`src/rtl/operand_stack_if.sv`:
```
// Command/data bundle between the stack datapath controller and operand_stack.
//   master: drives cmd_valid, cmd, push_data, alu_result; observes stack outputs.
//   slave : operand_stack side; drives operand_a/b, tos, count, empty, full, err, err_sticky.
interface operand_stack_if #(
  parameter int unsigned DATA_SIZE = 11,
  parameter int unsigned ADDR_SIZE = 4
);
  logic                 cmd_valid;
  logic [2:0]           cmd;
  logic [DATA_SIZE-1:0] push_data;
  logic [DATA_SIZE-1:0] alu_result;
  logic [DATA_SIZE-1:0] operand_a;
  logic [DATA_SIZE-1:0] operand_b;
  logic [DATA_SIZE-1:0] tos;
  logic [ADDR_SIZE:0]   count;
  logic                 empty;
  logic                 full;
  logic                 err;
  logic                 err_sticky;

  modport master (
    output cmd_valid, cmd, push_data, alu_result,
    input  operand_a, operand_b, tos, count, empty, full, err, err_sticky
  );

  modport slave (
    input  cmd_valid, cmd, push_data, alu_result,
    output operand_a, operand_b, tos, count, empty, full, err, err_sticky
  );
endinterface

```
`src/rtl/operand_stack.sv`:
```
// LIFO operand stack feeding the ALU. One command per clock:
// NOP, PUSH, POP, BINOP, UNOP, DUP, SWAP, CLR. Overflow/underflow reject the command,
// leave state untouched and raise a one-cycle err plus err_sticky.
// Ports:
//   clk    : rising-edge clock
//   reset  : synchronous active-high reset (priority over any command)
//   bus_io : operand_stack_if slave modport (command inputs, ALU operands, status)
module operand_stack #(
  parameter int unsigned DATA_SIZE = 11,
  parameter int unsigned ADDR_SIZE = 4
) (
  input logic             clk,
  input logic             reset,
  operand_stack_if.slave  bus_io
);

  localparam int unsigned Depth = 2 ** ADDR_SIZE;
  localparam int unsigned CntW  = ADDR_SIZE + 1;

  typedef logic [CntW-1:0]      cnt_t;
  typedef logic [DATA_SIZE-1:0] data_t;
  typedef logic [ADDR_SIZE-1:0] idx_t;

  localparam logic [2:0] CmdNop   = 3'd0;
  localparam logic [2:0] CmdPush  = 3'd1;
  localparam logic [2:0] CmdPop   = 3'd2;
  localparam logic [2:0] CmdBinop = 3'd3;
  localparam logic [2:0] CmdUnop  = 3'd4;
  localparam logic [2:0] CmdDup   = 3'd5;
  localparam logic [2:0] CmdSwap  = 3'd6;
  localparam logic [2:0] CmdClr   = 3'd7;

  data_t mem_q [Depth];
  cnt_t  count_q, count_d;
  logic  err_q, err_d;
  logic  sticky_q, sticky_d;

  cnt_t  cnt_m1, cnt_m2;
  idx_t  idx_free, idx_top, idx_nos;
  logic  has1, has2, is_full;
  data_t tos_val, nos_val;
  logic  illegal;

  // Two write ports so SWAP can exchange TOS and NOS in a single cycle.
  logic  wr0_en, wr1_en;
  idx_t  wr0_idx, wr1_idx;
  data_t wr0_data, wr1_data;

  assign cnt_m1   = count_q - cnt_t'(1);
  assign cnt_m2   = count_q - cnt_t'(2);
  assign idx_free = count_q[ADDR_SIZE-1:0];
  assign idx_top  = cnt_m1[ADDR_SIZE-1:0];
  assign idx_nos  = cnt_m2[ADDR_SIZE-1:0];

  assign has1    = (count_q != cnt_t'(0));
  assign has2    = (count_q >= cnt_t'(2));
  assign is_full = (count_q == cnt_t'(Depth));

  // Missing entries read as zero.
  assign tos_val = has1 ? mem_q[idx_top] : '0;
  assign nos_val = has2 ? mem_q[idx_nos] : '0;

  // B is always TOS so that A-B = NOS-TOS; a unary op acts on A, so A switches to TOS.
  assign bus_io.operand_b  = tos_val;
  assign bus_io.operand_a  = (bus_io.cmd_valid && (bus_io.cmd == CmdUnop)) ? tos_val : nos_val;
  assign bus_io.tos        = tos_val;
  assign bus_io.count      = count_q;
  assign bus_io.empty      = !has1;
  assign bus_io.full       = is_full;
  assign bus_io.err        = err_q;
  assign bus_io.err_sticky = sticky_q;

  always_comb begin
    count_d  = count_q;
    err_d    = 1'b0;
    sticky_d = sticky_q;
    illegal  = 1'b0;
    wr0_en   = 1'b0;
    wr0_idx  = idx_free;
    wr0_data = bus_io.push_data;
    wr1_en   = 1'b0;
    wr1_idx  = idx_nos;
    wr1_data = tos_val;

    if (bus_io.cmd_valid) begin
      case (bus_io.cmd)
        CmdNop: ;
        CmdPush: begin
          if (is_full) begin
            illegal = 1'b1;
          end else begin
            wr0_en  = 1'b1;
            count_d = count_q + cnt_t'(1);
          end
        end
        CmdPop: begin
          if (!has1) illegal = 1'b1;
          else       count_d = cnt_m1;
        end
        CmdBinop: begin
          if (!has2) begin
            illegal = 1'b1;
          end else begin
            wr0_en   = 1'b1;
            wr0_idx  = idx_nos;
            wr0_data = bus_io.alu_result;
            count_d  = cnt_m1;
          end
        end
        CmdUnop: begin
          if (!has1) begin
            illegal = 1'b1;
          end else begin
            wr0_en   = 1'b1;
            wr0_idx  = idx_top;
            wr0_data = bus_io.alu_result;
          end
        end
        CmdDup: begin
          if (!has1 || is_full) begin
            illegal = 1'b1;
          end else begin
            wr0_en   = 1'b1;
            wr0_data = tos_val;
            count_d  = count_q + cnt_t'(1);
          end
        end
        CmdSwap: begin
          if (!has2) begin
            illegal = 1'b1;
          end else begin
            wr0_en   = 1'b1;
            wr0_idx  = idx_top;
            wr0_data = nos_val;
            wr1_en   = 1'b1;
            wr1_idx  = idx_nos;
            wr1_data = tos_val;
          end
        end
        CmdClr: begin
          count_d  = '0;
          sticky_d = 1'b0;
        end
        default: ;
      endcase
    end

    if (illegal) begin
      err_d    = 1'b1;
      sticky_d = 1'b1;
    end
  end

  always_ff @(posedge clk) begin
    if (reset) begin
      count_q  <= '0;
      err_q    <= 1'b0;
      sticky_q <= 1'b0;
    end else begin
      count_q  <= count_d;
      err_q    <= err_d;
      sticky_q <= sticky_d;
    end
  end

  // Entry storage has no reset; the count alone decides what is valid.
  always_ff @(posedge clk) begin
    if (!reset) begin
      if (wr0_en) mem_q[wr0_idx] <= wr0_data;
      if (wr1_en) mem_q[wr1_idx] <= wr1_data;
    end
  end

endmodule
```
`src/flat_wrapper.sv`:
```
// flat-port wrapper written by rule: the top's interface ports become plain ports
module operand_stack_flat 
#(
  parameter int unsigned DATA_SIZE = 11,
  parameter int unsigned ADDR_SIZE = 4
)
  (clk, reset, bus_io_cmd_valid, bus_io_cmd, bus_io_push_data, bus_io_alu_result, bus_io_operand_a, bus_io_operand_b, bus_io_tos, bus_io_count, bus_io_empty, bus_io_full, bus_io_err, bus_io_err_sticky);
  operand_stack_if #(.DATA_SIZE(DATA_SIZE), .ADDR_SIZE(ADDR_SIZE)) bus_io_i ();
  input logic clk;
  input logic reset;
  input wire logic [$bits(bus_io_i.cmd_valid)-1:0] bus_io_cmd_valid;
  input wire logic [$bits(bus_io_i.cmd)-1:0] bus_io_cmd;
  input wire logic [$bits(bus_io_i.push_data)-1:0] bus_io_push_data;
  input wire logic [$bits(bus_io_i.alu_result)-1:0] bus_io_alu_result;
  output wire logic [$bits(bus_io_i.operand_a)-1:0] bus_io_operand_a;
  output wire logic [$bits(bus_io_i.operand_b)-1:0] bus_io_operand_b;
  output wire logic [$bits(bus_io_i.tos)-1:0] bus_io_tos;
  output wire logic [$bits(bus_io_i.count)-1:0] bus_io_count;
  output wire logic [$bits(bus_io_i.empty)-1:0] bus_io_empty;
  output wire logic [$bits(bus_io_i.full)-1:0] bus_io_full;
  output wire logic [$bits(bus_io_i.err)-1:0] bus_io_err;
  output wire logic [$bits(bus_io_i.err_sticky)-1:0] bus_io_err_sticky;
  assign bus_io_i.cmd_valid = bus_io_cmd_valid;
  assign bus_io_i.cmd = bus_io_cmd;
  assign bus_io_i.push_data = bus_io_push_data;
  assign bus_io_i.alu_result = bus_io_alu_result;
  assign bus_io_operand_a = bus_io_i.operand_a;
  assign bus_io_operand_b = bus_io_i.operand_b;
  assign bus_io_tos = bus_io_i.tos;
  assign bus_io_count = bus_io_i.count;
  assign bus_io_empty = bus_io_i.empty;
  assign bus_io_full = bus_io_i.full;
  assign bus_io_err = bus_io_i.err;
  assign bus_io_err_sticky = bus_io_i.err_sticky;
  operand_stack #(.DATA_SIZE(DATA_SIZE), .ADDR_SIZE(ADDR_SIZE)) u_core (.clk(clk), .reset(reset), .bus_io(bus_io_i));
endmodule
```
`config.mk`:
```
export PLATFORM = sky130hd
export DESIGN_NAME = operand_stack_flat
export DESIGN_NICKNAME = d
export VERILOG_FILES = /design/src/rtl/operand_stack_if.sv /design/src/rtl/operand_stack.sv /design/src/flat_wrapper.sv
export SDC_FILE = /design/constraint.sdc
export NUM_CORES = 1
export LEC_CHECK = 0
export BUFFER_PORTS_ARGS = -buffer_cell sky130_fd_sc_hd__buf_2
export CORE_MARGIN = 3
export CORE_UTILIZATION = 30
export CTS_BUF_LIST = sky130_fd_sc_hd__clkbuf_4 sky130_fd_sc_hd__clkbuf_8 sky130_fd_sc_hd__clkbuf_16
export DETAILED_ROUTE_END_ITERATION = 7
export PLACE_DENSITY = 0.47
export SLEW_MARGIN = 0
export SYNTH_ARGS = -nofsm -noshare
export SYNTH_HDL_FRONTEND = slang
export SYNTH_SLANG_ARGS = --single-unit
```
`constraint.sdc`:
```
create_clock -name clk -period 4.36 [get_ports clk]
set_input_delay 0.654 -clock clk [delete_from_list [all_inputs] [get_ports clk]]
set_output_delay 0.654 -clock clk [all_outputs]
set_load 0.05 [all_outputs]
```
==> results.yml <==
timing:
  period_minus_slack_ns: 4.23
  finalMaxSlewViolations: 0
  max_slew_margin: 0.0210
  fin_skew_ns: 0.0252
  setup_viol: 0
  clock.fmax_mhz: 237
  final-hold-violation-count: 0
  worst_pin_slew_ns: 1.46
  fin_crit_sh: 0.970
routing:
  vias: 10300
  post-route-drc-count: 0
  ant_nets: 0
  viasPerCell: 6.05
  first_pass_iters: 6
  drt_iter0_drc: 1164
  routed_wl_um: 48200
  wl_per_cell_um: 28.4
final_layout:
  layout_common_cells: "nor2_1, edfxtp_1, o22ai_1"
  final_common_cell: "nor2_1"
  nets: 1180
  area_growth_pct: 10.7
  multi_input_area_um2: 6480
  postLayoutCellArea_um2: 14200
  layout.cells.non_filler: 1696
  layout-drive-gt1-share: 0.267
  seq_area_um2: 5430
  nFillCells: 4137
  antenna_cells: 0
placement:
  dp_hpwl_um: 30700
  dpl.cell_count: 1663
  place.gp.congestion: 0.873
  io_buffers: 69
  post_dp_cell_area_um2: 13500
clocking:
  clkTransAtPathRegs_ns: 0.08
  cts_hold_buf: 0
  clock-sinks: 183
  tritoncts: "built"
  htree_levels: 4
  root_buffer: "clkbuf_16"
  cts_buffers: 17
  clkLatencyLatePin_ns: 0.47
  cts_buffer_depth: 2
synthesis:
  syn-num-nets: 1160
  yosys_warnings: 0
  synth_edf_count: 176
  ys_async_sr_fraction: 0
  synth_area_um2: 12800
  yosys_most_used_dff: "edfxtp_1"
  seq_area_frac_synth: 0.424
  synth_cells: 1124
  yosys.cell_types.count: 73
  synth-seq-cells: 183
  synth.avg_cell_area_um2: 11.4
critical_path:
  worstPathRequired_ns: 3.71
  worst_setup_path_start_kind: "register"
  r2r_end: "u_core.mem_q[2][0]"
  r2r_setup_slack_ns: 0.23
  cp-end-kind: "output port"
  path_class: "register to output port"
  slowest_stage: "mux4_2"
  crit_fanout: 18
  arrival_ns: 3.57
  reg2reg_depth: 9
  path_cells: "inv_1 -> ha_1 -> xnor2_4 -> buf_4 -> mux4_2 -> nand2_2 -> inv_1 -> buf_2"
  r2r_start: "u_core.bus_io.count[1]"
  slowest_delay_ns: 0.56
  crit_path_frequent_cell: "inv_1"
  crit_path_end: "bus_io_operand_b[2]"
  startpoint: "u_core.bus_io.count[0]"
global_routing:
  antenna_found_initial: 0
  busiest_layer: "met2"
  grt_first_pass_wirelength_um: 69500
  use_met3: 0.0376
  grt_pass1_vias: 9808
  met2_usage: 0.322
  met1_usage: 0.304
  grt_max_degree: 93
  grt_overflow: 0
  globalRouteTotalUtil: 0.211
floorplanning:
  core_area_um2: 42000
  dieArea_um2: 45200
  fp.dieW_um: 213
  start_util: 0.305
  io_pins: 70
  fp.dieH_um: 213
  placementRows: 75
status:
  status: "finished, final reports clean"
pwr:
  power.total_mw: 4.94
  ir_drop_v: 0.000261
  leakagePower_nw: 4.56
  power_density_nw_per_um2: 349
worst_hold_path:
  worst_hold_path_type: "register to register"
run:
  cap_violations: 0
## worst max-delay path, delay by kind of cell (launching register included)
family	cells	cell delay, ns
AND/OR/NAND/NOR	1	0.33
buffers and inverters	4	1.06
XOR/XNOR	1	0.38
adder cells (fa/ha/maj)	1	0.35
flip-flops	1	0.41
multiplexers	1	0.56
## report_power, final
part | leakage [nW] | internal [mW] | switching (mW) | total (mW)
clock network | 0.296 | 0.793 | 0.862 | 1.66
registers | 1.64 | 1.96 | 0.00974 | 1.97
logic | 2.62 | 0.449 | 0.870 | 1.32
total | 4.56 | 3.20 | 1.74 | 4.94
## stage by stage
step,hold slack (ns),setup WS (ns),setup TNS (ns),utilization
floorplan,0.716,0.126,0,-
global placement,0.484,0.300,0,0.321
detailed placement,0.487,0.372,0,0.321
CTS,0.500,0.0290,0,0.336
global route,0.522,-0.00548,-0.0156,0.337
finish,0.505,0.133,0,0.337
## metal layers
| layer | up-vias | wire length (um) | part of all wire |
|---|---|---|---|
| met5 | - | 0 | 0 |
| met4 | 0 | 1450 | 0.030 |
| met3 | 83 | 3820 | 0.079 |
| met2 | 531 | 21800 | 0.45 |
| met1 | 5177 | 21100 | 0.44 |
| li1 | 4465 | - | - |
## cell usage after synthesis (all sizes together), types with 3 or more instances
library cell / n / share of area
a211oi: 34 / 0.020
a21boi: 3 / 0.0018
a21oi: 8 / 0.0031
a221oi: 9 / 0.018
a22o: 3 / 0.0022
and2: 16 / 0.0083
buf: 84 / 0.051
clkbuf: 50 / 0.020
dfxtp: 7 / 0.011
edfxtp: 176 / 0.41
ha: 8 / 0.0078
inv: 19 / 0.0056
mux2i: 6 / 0.0047
mux4: 99 / 0.18
nand2: 39 / 0.013
nand2b: 7 / 0.0034
nand3: 50 / 0.020
nand3b: 6 / 0.0035
nand4: 11 / 0.0054
nor2: 192 / 0.056
nor2b: 7 / 0.0034
nor3: 8 / 0.0040
nor4: 6 / 0.0058
o211a: 9 / 0.0070
o211ai: 3 / 0.0018
o21a: 12 / 0.0070
o21ai: 69 / 0.027
o22ai: 146 / 0.073
o32ai: 3 / 0.0021
xnor2: 5 / 0.0040
## flip-flops by register name (all words and copies together), names as in the netlist
signal / count
u_core.bus_io.err_sticky: 1
u_core.bus_io.err: 1
u_core.mem_q: 176
u_core.bus_io.count: 5
## cell type report
class	instances	area share
well taps	539	0.0476
flip-flops and latches	183	0.383
inverters	20	0.00529
repair buffers	136	0.0634
multi-input cells	786	0.457
clock buffers	17	0.0300
clock inverters	15	0.0136
## repair_timing
item,in CTS,in global routing
setup buffers,0,0
gates resized for setup,0,8
endpoints found under the setup margin,0,14
## cells by family after synthesis
group,Yosys count,synth area share
buffers and inverters,155,0.0777
adders and majority gates,8,0.00782
muxes,107,0.184
DFF,183,0.424
AOI/OAI and AO/OA,312,0.172
xor gates and xnor gates,7,0.00596
and+or+nand+nor,352,0.129
## how the worst min path moves through the flow
stage          cells after the start                       end                     start  slack (ns)
5_1_grt                            2    u_core.bus_io.count[1]                     reset        0.52
6_report                           1  u_core.bus_io.err_sticky  u_core.bus_io.err_sticky        0.50
3_5_place_dp                       1  u_core.bus_io.err_sticky  u_core.bus_io.err_sticky        0.49
4_1_cts                            2    u_core.bus_io.count[1]                     reset        0.50
2_1_floorplan                      1    u_core.bus_io.count[0]                     reset        0.72
3_3_place_gp                       1  u_core.bus_io.err_sticky  u_core.bus_io.err_sticky        0.48
No activity file was read; power rests on OpenSTA's default activity.
